===== config.mk =====
export PLATFORM = sky130hd
export DESIGN_NAME = square_seq_flat
export DESIGN_NICKNAME = d
export VERILOG_FILES = /design/src/rtl/square_seq_pkg.sv /design/src/rtl/square_seq_if.sv /design/src/rtl/square_step_unit.sv /design/src/rtl/square_seq.sv /design/src/flat_wrapper.sv
export SDC_FILE = /design/constraint.sdc
export NUM_CORES = 1
export LEC_CHECK = 0
export ABC_AREA = 0
export BUFFER_PORTS_ARGS = -buffer_cell sky130_fd_sc_hd__buf_2
export CORE_UTILIZATION = 28
export DETAILED_ROUTE_END_ITERATION = 8
export PLACE_DENSITY = 0.53
export SYNTH_ARGS = -nofsm -noshare
export SYNTH_HDL_FRONTEND = slang
export SYNTH_SLANG_ARGS = --single-unit
export TNS_END_PERCENT = 1

===== constraint.sdc =====
create_clock -name clk -period 2.55 [get_ports clk]
set_input_delay 0.255 -clock clk [delete_from_list [all_inputs] [get_ports clk]]
set_output_delay 0.255 -clock clk [all_outputs]
set_load 0.01 [all_outputs]

===== src/rtl/square_seq_pkg.sv =====
// Shared definitions for the sequential arithmetic blocks: FSM state encoding
// and a constant ceil-log2 helper for sizing counters.
package square_seq_pkg;

  typedef enum logic [1:0] {
    StIdle = 2'b00,
    StLoad = 2'b01,
    StIter = 2'b10,
    StDone = 2'b11
  } state_e;

  function automatic int unsigned clog2(input int unsigned value);
    int unsigned result;
    result = 0;
    while ((32'd1 << result) < value) begin
      result++;
    end
    return result;
  endfunction

endpackage


===== src/rtl/square_seq_if.sv =====
// Request/result handshake of the sequential squarer.
interface square_seq_if #(
  parameter int unsigned N = 8
);
  logic           start;
  logic [N/2-1:0] a;
  logic [N-1:0]   o;
  logic           ready;
  logic           busy;

  modport master (output start, output a, input o, input ready, input busy);
  modport slave  (input start, input a, output o, output ready, output busy);
endinterface


===== src/rtl/square_step_unit.sv =====
// One radix-2 shift-add step: conditionally accumulate the multiplicand,
// then advance multiplicand and multiplier by one bit.
module square_step_unit #(
  parameter int unsigned N = 8
) (
  input  logic [N-1:0]   acc_i,
  input  logic [N-1:0]   mcand_i,
  input  logic [N/2-1:0] mplier_i,
  output logic [N-1:0]   acc_o,
  output logic [N-1:0]   mcand_o,
  output logic [N/2-1:0] mplier_o
);
  logic [N-1:0] sum;

  always_comb begin
    // Carry-out dropped: the square of an N/2-bit value always fits in N bits.
    sum      = acc_i + mcand_i;
    acc_o    = mplier_i[0] ? sum : acc_i;
    mcand_o  = mcand_i << 1;
    mplier_o = mplier_i >> 1;
  end
endmodule


===== src/rtl/square_seq.sv =====
// Sequential squarer: O = A*A, one multiplier bit per cycle, with a
// start/ready handshake shared with the sequential square-root block.
module square_seq
  import square_seq_pkg::*;
#(
  parameter int unsigned N = 8
) (
  input logic          clk,
  input logic          rst,
  square_seq_if.slave  bus
);
  localparam int unsigned M = N / 2;
  localparam int unsigned L = clog2(M);

  state_e         state_q, state_d;
  logic [N-1:0]   acc_q, acc_d;
  logic [N-1:0]   mcand_q, mcand_d;
  logic [M-1:0]   mplier_q, mplier_d;
  logic [L-1:0]   count_q, count_d;
  logic [N-1:0]   o_q, o_d;
  logic           ready_q, ready_d;

  logic [N-1:0]   acc_step, mcand_step;
  logic [M-1:0]   mplier_step;

  square_step_unit #(.N(N)) u_step (
    .acc_i    (acc_q),
    .mcand_i  (mcand_q),
    .mplier_i (mplier_q),
    .acc_o    (acc_step),
    .mcand_o  (mcand_step),
    .mplier_o (mplier_step)
  );

  always_ff @(posedge clk or posedge rst) begin
    if (rst) begin
      state_q  <= StIdle;
      acc_q    <= '0;
      mcand_q  <= '0;
      mplier_q <= '0;
      count_q  <= '0;
      o_q      <= '0;
      ready_q  <= 1'b0;
    end else begin
      state_q  <= state_d;
      acc_q    <= acc_d;
      mcand_q  <= mcand_d;
      mplier_q <= mplier_d;
      count_q  <= count_d;
      o_q      <= o_d;
      ready_q  <= ready_d;
    end
  end

  always_comb begin
    state_d  = state_q;
    acc_d    = acc_q;
    mcand_d  = mcand_q;
    mplier_d = mplier_q;
    count_d  = count_q;
    o_d      = o_q;
    ready_d  = ready_q;
    unique case (state_q)
      StIdle: begin
        if (bus.start) state_d = StLoad;
      end
      StLoad: begin
        // A is captured here, not when start is sampled.
        ready_d  = 1'b0;
        mplier_d = bus.a;
        mcand_d  = {{M{1'b0}}, bus.a};
        acc_d    = '0;
        count_d  = '0;
        state_d  = StIter;
      end
      StIter: begin
        acc_d    = acc_step;
        mcand_d  = mcand_step;
        mplier_d = mplier_step;
        count_d  = count_q + L'(1);
        if (count_q == L'(M - 1)) state_d = StDone;
      end
      StDone: begin
        o_d     = acc_q;
        ready_d = 1'b1;
        state_d = StIdle;
      end
      default: state_d = StIdle;
    endcase
  end

  assign bus.o     = o_q;
  assign bus.ready = ready_q;
  assign bus.busy  = (state_q != StIdle);
endmodule


===== src/flat_wrapper.sv =====
// flat-port wrapper written by rule: the top's interface ports become plain ports
module square_seq_flat import square_seq_pkg::*;
#(
  parameter int unsigned N = 8
)
  (clk, rst, bus_start, bus_a, bus_o, bus_ready, bus_busy);
  square_seq_if #(.N(N)) bus_i ();
  input logic clk;
  input logic rst;
  input wire logic [$bits(bus_i.start)-1:0] bus_start;
  input wire logic [$bits(bus_i.a)-1:0] bus_a;
  output wire logic [$bits(bus_i.o)-1:0] bus_o;
  output wire logic [$bits(bus_i.ready)-1:0] bus_ready;
  output wire logic [$bits(bus_i.busy)-1:0] bus_busy;
  assign bus_i.start = bus_start;
  assign bus_i.a = bus_a;
  assign bus_o = bus_i.o;
  assign bus_ready = bus_i.ready;
  assign bus_busy = bus_i.busy;
  square_seq #(.N(N)) u_core (.clk(clk), .rst(rst), .bus(bus_i));
endmodule

==> flow_summary.ini, run 1 <==
[cts]
clk_latency_ns = 0.28
cts_setup_buffers = 0
clkTransAtPathRegs_ns = 0.06
ctsHtreeMaxLevel = 2
cts_resized = 0
cts-root-buf = clkbuf_8
ctsLongestPathBuffers = 2
tritoncts = built
tritoncts.num_buffers = 5
cts_num_sinks = 33
hold_buffers = 0

[yosys]
synth_cells = 165
synthesis.nets = 186
yosysUniqueCellTypes = 32
synth_area_leader_cell = dfrtp_1
synth_seq_cells = 33
seq_area_frac_synth = 0.481
synthTopCellsByArea = dfrtp_1, ha_1, mux2_2, a21oi_1, o21ai_0
netlist_area_um2 = 1720
synth_edf_count = 0
post-synth-top-area-fraction = 0.481
async_flop_share = 1.00
postSynthAreaPerCell_um2 = 10.4
yosysWarningCount = 0
synthFlopType = dfrtp_1

[finish]
n_fill_cell = 618
n_antenna_cell = 0
multi_input_area_um2 = 805
areaGrowthSynthToFinish_pct = 14.5
drive_above_1_share = 0.200
layout_common_cells = dfrtp_1, a21oi_1, buf_2
mostFrequentLayoutCell = dfrtp_1
nNetsFinal = 206
final_util = 0.332
seq_area_um2 = 826

[detailed_routing]
met2_length_mm = 1.46
route.met3.wl_um = 141
wirelength_mm = 3.30
viasPerCell = 4.77
top_layer = met4
drc = 0
num_vias = 1239
drt-pass1-iter-count = 4
dr.first_iter.drc_count = 62
wl_per_cell_um = 12.7
drtAntennaViolNets = 0
wl_met1_mm = 1.63

[floorplan]
coreArea_um2 = 5920
rows = 28
die_h_um = 80.3
start_util = 0.290
die_width_um = 80.3
dieArea_um2 = 6450
ios = 17

[sta]
hold_viol_final = 0
period_needed_ns = 1.95
fmax_mhz = 513
slew_violations = 0
grt_setup_unrepaired = no
post-route-period-util = 0.764
worst_pin_slew_ns = 0.603
slew_headroom = 0.598
setup_viol_count_final = 0
worst_clock_skew_ns = 0.00650
timing.hold.ws_ns = 0.0584
finalSetupTns_ns = 0

[placed_design]
dpl.hpwl_mm = 2.30
place.gp.congestion = 0.751
portBuffers = 16

[critical_path]
rrSetupSlack_ns = 0.60
worstReg2RegEnd = u_core.acc_q[7]
rr_worst_depth = 6
r2r_start = u_core.mcand_q[1]
cp_num_buf_inv = 0
max_stage_delay_ns = 0.43
path_class = flip-flop to flip-flop
cp_slowest_cell = dfrtp_1
path_cells = ha_1, a211oi_1, nor3_1, o32a_1, a211o_1, nand3_1
critPathMaxFanout = 4
startpoint = u_core.mcand_q[1]
worstPathArrival_ns = 2.17
crit_family = compound AO/OA/AOI/OAI gates
cp.required_ns = 2.77
end_kind = flip-flop
critPathLaunchType = flip-flop

[pwr]
power_density_nw_per_um2 = 1250
total_leakage_power_nw = 0.944
ir_worst_vdd_mv = 0.753

[run]
drv_cap = 0

[global_route]
grt_pass1_wl_mm = 5.74
grt.total_usage = 0.120
grt_max_degree = 34
grt_overflow = 0
grt_pass1_vias = 1199
antenna_found_initial = 0

[run_status]
status = complete, no violations

[worst_hold_path]
hold_class = input pin to async pin
[per-layer routing]
| layer | GRT usage | vias to the layer above |
|---|---|---|
| li1 | - | 617 |
| met1 | 0.152 | 593 |
| met2 | 0.184 | 22 |
| met3 | 0.0375 | 7 |
| met4 | 0.0589 | 0 |
| met5 | 0 | - |
[worst max path at each step]
stage / to / cells past startpoint
5_1_grt: u_core.acc_q[7] / 6
4_1_cts: u_core.acc_q[7] / 6
3_3_place_gp: u_core.acc_q[7] / 6
6_report: u_core.acc_q[7] / 6
3_5_place_dp: u_core.acc_q[7] / 6
2_1_floorplan: u_core.acc_q[7] / 6
[cells in the mapped netlist, drive strengths merged, types with 2 or more instances]
cell type and count:
a21o 4, a21oi 18, buf 2, clkbuf 4, dfrtp 33, ha 13
inv 14, mux2 10, mux2i 3, nand2 12, nand3 6, nor2 8
nor2b 4, nor3 2, nor3b 4, o21ai 11, o21bai 2, o32a 2
xnor2 2, xor2 2
[cell type report]
type	instances	share of cell area
clock buffer	7	0.0439
sequential	33	0.420
tap	75	0.0477
multi-input combinational	112	0.409
timing repair buffer	19	0.0522
inverter	14	0.0267
[flip-flops by register name, summed over array words and instances, names as in the netlist]
| name | count |
|---|---|
| u_core.count_q | 2 |
| u_core.mplier_q | 4 |
| u_core.acc_q | 8 |
| u_core.bus.ready | 1 |
| u_core.mcand_q | 8 |
| u_core.state_q | 2 |
| u_core.bus.o | 8 |
[stage by stage]
stage | std cells | cell area, um2 | total power [W] | worst slack, ns
6_report | 260 | 1970 | 0.00245 | 0.602
5_1_grt | 260 | 1970 | 0.00270 | 0.501
4_1_cts | 260 | 1970 | 0.00250 | 0.585
3_5_place_dp | 253 | 1880 | 0.00208 | 0.612
3_3_place_gp | 253 | 1880 | 0.00208 | 0.642
2_1_floorplan | 165 | 1720 | 0.00178 | 0.725
[where the power goes]
part	total, W	internal [W]	switching [W]
registers	0.000894	0.000736	0.000158
logic	0.00117	0.000506	0.000662
clock network	0.000392	0.000214	0.000178
total	0.00245	0.00146	0.000998
[kinds of logic (layout without fill, tap and decap cells)]
logic type      count (synthesis)  after routing  synth area share
compound gates                 43             43             0.152
fa+ha+maj                      14             14             0.106
buf+inv                        20             40            0.0503
xor+xnor                        4              4            0.0204
simple gates                   38             38             0.106
mux                            13             13            0.0831
flops                          33             33             0.481
[worst reg2reg max path: cells and delay by family (launching register included)]
family	cells	cell delay, ns
AO/OA/AOI/OAI	3	0.92
flip-flops	1	0.43
adder cells (fa/ha/maj)	1	0.33
AND/OR/NAND/NOR	2	0.20
Note: power is estimated with default switching activity, not from simulation.
==> inputs of run 2 (changes only) <==
Clock period 2.55 ns to 1.85 ns, I/O delays scaled along.
==> flow_summary.ini, run 2 (synthesized netlist as in run 1, its figures left out) <==
[run]
drv_cap = 0

[pwr]
combPwrFrac = 0.522
total_leakage_power_nw = 1.01
power_density_nw_per_um2 = 1770
switching_share = 0.391
p_clk_frac = 0.158
intPower_w = 0.00231
ir_worst_vdd_mv = 0.793
switchingPower_w = 0.00148
p_seq_frac = 0.321

[detailed_routing]
viasPerCell = 4.66
met2_length_mm = 1.59
dr.first_iter.drc_count = 22
route.met3.wl_um = 88
top_layer = met4
wl_met1_mm = 1.66
wirelength_mm = 3.40
drt-pass1-iter-count = 4
num_vias = 1278
wl_per_cell_um = 12.4
drc = 0
drtAntennaViolNets = 0

[finish]
areaGrowthSynthToFinish_pct = 24.9
multi_input_area_um2 = 871
nNetsFinal = 219
postLayoutCellArea_um2 = 2140
drive_above_1_share = 0.307
layout_common_cells = dfrtp_1, a21oi_1, buf_2, buf_4, inv_1
n_antenna_cell = 0
mostFrequentLayoutCell = dfrtp_1
n_fill_cell = 612
seq_area_um2 = 826

[sta]
slew_headroom = 0.688
worst_pin_slew_ns = 0.469
worst_clock_skew_ns = 0.00415
post-route-period-util = 0.970
period_needed_ns = 1.80
setup_viol_count_final = 0
slew_violations = 0
timing.final.ws_setup_ns = 0.0548
timing.hold.ws_ns = -0.0138
fmax_mhz = 557
finalSetupTns_ns = 0
hold_viol_final = 23

[run_status]
status = complete, but fails checks
violations = hold timing

[critical_path]
cp.required_ns = 2.07
cp_slowest_cell = dfrtp_1
r2r_start = u_core.mcand_q[1]
cp_num_buf_inv = 0
crit_family = compound AO/OA/AOI/OAI gates
critPathMaxFanout = 2
end_kind = flip-flop
rrSetupSlack_ns = 0.05
cp.depth = 6
critPathLaunchType = flip-flop
max_stage_delay_ns = 0.42
path_class = flip-flop to flip-flop
worstPathArrival_ns = 2.01
rr_worst_depth = 6
worstReg2RegEnd = u_core.acc_q[7]
path_cells = ha_4, a211oi_4, nor3_2, o32a_1, a211o_1, nand3_1

[cts]
cts_setup_buffers = 0
clkTransAtPathRegs_ns = 0.07
cts-root-buf = clkbuf_8
ctsLongestPathBuffers = 2
tritoncts.num_buffers = 5
hold_buffers = 0
ctsHtreeMaxLevel = 2
clk_latency_ns = 0.28
cts_num_sinks = 33
tritoncts = built

[placed_design]
place_ws_ns = -0.0227
dpl.hpwl_mm = 2.46
portBuffers = 16
detailed_place.area_um2 = 1980
place.gp.congestion = 0.727

[floorplan]
die_h_um = 80.3
rows = 28
ios = 17
dieArea_um2 = 6450
die_width_um = 80.3
coreArea_um2 = 5920
start_util = 0.290

[global_route]
grt_pass1_wl_mm = 6.02
grt.total_usage = 0.124
antenna_found_initial = 0
grt_overflow = 0
grt_max_degree = 34
grt_pass1_vias = 1308

[worst_hold_path]
hold_class = input pin to async pin
[run 2: cell type report]
type                       instances  area share
multi-input combinational        112       0.406
sequential                        33       0.385
timing repair buffer              32      0.0933
clock buffer                       7      0.0449
tap                               75      0.0438
inverter                          14      0.0245
clock inverter                     1     0.00233
[run 2: worst max path at each step]
stage | slack [ns] | to | startpoint
floorplan | 0.02 | u_core.acc_q[7] | u_core.mcand_q[1]
CTS | -0.004 | u_core.acc_q[6] | u_core.mcand_q[0]
global placement | 0.01 | u_core.acc_q[6] | u_core.mcand_q[0]
global route | -0.007 | u_core.acc_q[7] | u_core.mcand_q[1]
detailed placement | -0.02 | u_core.acc_q[6] | u_core.mcand_q[0]
finish | 0.05 | u_core.acc_q[7] | u_core.mcand_q[1]
[run 2: through the flow]
step | utilization | power (W) | hold slack, ns | cells
3_5_place_dp | 0.334 | 0.00308 | 0.306 | 266
2_1_floorplan | - | 0.00246 | 0.314 | 165
6_report | 0.362 | 0.00379 | -0.0138 | 274
3_3_place_gp | 0.334 | 0.00307 | 0.308 | 266
5_1_grt | 0.362 | 0.00417 | 0.0352 | 274
4_1_cts | 0.355 | 0.00376 | 0.00317 | 274
[run 2: repair_timing]
| item | in CTS | in global routing |
|---|---|---|
| hold endpoints to repair | 0 | 0 |
| pin swaps | 0 | 1 |
| endpoints found under the setup margin | 2 | 2 |
| gates resized for setup | 4 | 7 |
[run 2: routing by layer]
layer / global-route usage / vias up
li1: - / 642
met1: 0.159 / 613
met2: 0.198 / 15
met3: 0.0307 / 8
met4: 0.0482 / 0
met5: 0 / -
[run 2: tightest hold or removal path: stages]
cell and delay (ns):
buf_2 0.09, inv_1 0.04, buf_4 0.37
[run 2: power groups by stage]
stage	Sequential [W]	Clock, W	Combinational (W)
finish	0.00121	0.000597	0.00198
global route	0.00126	0.000653	0.00225
CTS	0.00120	0.000623	0.00194
detailed placement	0.00121	0	0.00187
global placement	0.00120	0	0.00187
floorplan	0.00123	0	0.00123
==> inputs of run 3 (changes only) <==
Settings changed: ABC_AREA 0 to 1.
==> flow_summary.ini, run 3 <==
[yosys]
yosysUniqueCellTypes = 24
synth_compound_area_frac = 0.0992
async_flop_share = 1.00
synth_top_family_by_area = simple AND/OR/NAND/NOR gates
synthesis.nets = 220
synthFlopType = dfrtp_1
synth_area_leader_cell = dfrtp_1
yosys.area_share.simple = 0.232
seq_area_frac_synth = 0.489
synth_edf_count = 0
synthTopCellsByArea = dfrtp_1, nand2_1, ha_1, inv_1, nand3_1
synth_commonest_cells = nand2_1, dfrtp_1, inv_1, nand3_1, ha_1
synthMuxAreaShare = 0
synth_cells = 199
synth_seq_cells = 33
post-synth-top-area-fraction = 0.489
synth_xor_area_frac = 0.00518
post_synth_fa_ha_maj_area_fraction = 0.108
synth_most_common_cell = nand2_1
postSynthAreaPerCell_um2 = 8.49
netlist_area_um2 = 1690
yosysWarningCount = 0

[sta]
finalSetupTns_ns = 0
worst_pin_slew_ns = 0.428
slew_violations = 0
slew_headroom = 0.715
post-route-period-util = 0.813
grt_setup_unrepaired = no
fmax_mhz = 665
hold_viol_final = 25
worst_clock_skew_ns = 0.00463
timing.final.ws_setup_ns = 0.347
timing.hold.ws_ns = -0.00607
setup_viol_count_final = 0
period_needed_ns = 1.50

[critical_path]
path_cells = inv_1, ha_1, nand2_1, inv_2, a22o_1
critPathLaunchType = flip-flop
critPathMaxFanout = 8
end_kind = flip-flop
cp.required_ns = 2.02
rrSetupSlack_ns = 0.35
path_class = flip-flop to flip-flop
cp_slowest_cell = dfrtp_1
max_stage_delay_ns = 0.41
worstPathArrival_ns = 1.67

[cts]
cts_resized = 0
clk_latency_ns = 0.28
ctsHtreeMaxLevel = 2
tritoncts = built
ctsLongestPathBuffers = 2
cts-root-buf = clkbuf_8
cts_setup_buffers = 0
hold_buffers = 0
clkTransAtPathRegs_ns = 0.06
cts_num_sinks = 33
tritoncts.num_buffers = 5

[pwr]
total_leakage_power_nw = 1.06
combPwrFrac = 0.464
power_density_nw_per_um2 = 1620
switching_share = 0.424
p_clk_frac = 0.169
ir_worst_vdd_mv = 0.467
switchingPower_w = 0.00134
intPower_w = 0.00182
p_seq_frac = 0.367

[detailed_routing]
dr.first_iter.drc_count = 32
drtAntennaViolNets = 0
viasPerCell = 4.32
drc = 0
wl_per_cell_um = 11.2
drt-pass1-iter-count = 4
num_vias = 1269
wirelength_mm = 3.30

[placed_design]
place.gp.congestion = 0.775
place_ws_ns = 0.357
portBuffers = 16
dpl.hpwl_mm = 2.47

[finish]
n_antenna_cell = 0
mostFrequentLayoutCell = nand2_1
areaGrowthSynthToFinish_pct = 15.5
nNetsFinal = 243
layout_common_cells = nand2_1, dfrtp_1, inv_1
drive_above_1_share = 0.153
final_util = 0.344

[global_route]
grt_max_degree = 34
grt_pass1_vias = 1284
antenna_found_initial = 0
grt.total_usage = 0.125
grt_overflow = 0
grt_pass1_wl_mm = 6.06

[run_status]
violations = hold timing
status = complete, but fails checks

[worst_hold_path]
hold_class = input pin to async pin

[floorplan]
rows = 27
ios = 17
dieArea_um2 = 6350
coreArea_um2 = 5680
die_h_um = 79.7
start_util = 0.298
die_width_um = 79.7

[run]
drv_cap = 0
==> run 3: cell count changes after synthesis, sizes merged, moves of 4 or more <==
cell / before / now
nor3b: 4 / 0
mux2: 10 / 0
a21o: 4 / 0
inv: 14 / 26
nor2b: 4 / 0
nand2: 12 / 69
clkbuf: 4 / 0
a21oi: 18 / 7
nand3: 6 / 14
==> run 3: cells by family (layout without fill, tap and decap cells) <==
| group | count (synthesis) | after routing |
|---|---|---|
| adder cells (fa/ha/maj) | 14 | 14 |
| AND/OR/NAND/NOR | 96 | 96 |
| XOR/XNOR | 1 | 1 |
| AO/OA/AOI/OAI | 26 | 26 |
| flip-flops | 33 | 33 |
| buffers and inverters | 29 | 52 |
==> run 3: final timing paths <==
kind | startpoint | endpoint | depth (start not counted)
hold reg to reg | u_core.bus.o[3] | u_core.bus.o[3] | 2
setup / recovery | u_core.state_q[1] | u_core.count_q[1] | 5
setup reg to reg | u_core.state_q[1] | u_core.count_q[1] | 5
hold / removal | rst | u_core.acc_q[4] | 3
max in group asynchronous | rst | u_core.mcand_q[6] | 3
min in group clk | bus_a[3] | u_core.mplier_q[3] | 3
==> run 3: stage by stage <==
stage	std cells	hold slack (ns)	power [W]	cell area (um2)
final	294	-0.00607	0.00317	1950
after detailed placement	287	0.307	0.00267	1870
after global routing	294	0.0364	0.00352	1950
after CTS	294	0.00844	0.00322	1950
after floorplan	199	0.314	0.00225	1690
after global placement	287	0.307	0.00266	1870
==> run 3: power groups by stage <==
stage	clock (W)	sequential, W	combinational [W]
4_1_cts	0.000560	0.00117	0.00150
6_report	0.000536	0.00116	0.00147
3_3_place_gp	0	0.00117	0.00149
3_5_place_dp	0	0.00118	0.00149
2_1_floorplan	0	0.00117	0.00109
5_1_grt	0.000587	0.00120	0.00173
==> run 3: critical path: cells and delay by family, from the launching register on <==
kind	cells	cell delay, ns
simple gates	1	0.25
buf+inv	2	0.21
flops	1	0.41
fa+ha+maj	1	0.32
compound gates	1	0.20
==> run 3: routing by layer <==
layer  part of all wire  up-vias  global-route usage
li1                   -      683                   -
met1               0.54      567               0.166
met2               0.43       17               0.193
met3              0.024        2              0.0309
met4             0.0055        0              0.0491
met5                  0        -                   0
==> run 3: final cells by class <==
class | instances | area (um2)
Fill cell | 619 | 3720
Sequential cell | 33 | 826
Multi-Input combinational cell | 137 | 752
Inverter | 27 | 103
Timing Repair Buffer | 18 | 95.1
Tap cell | 72 | 90.1
Clock buffer | 7 | 86.3
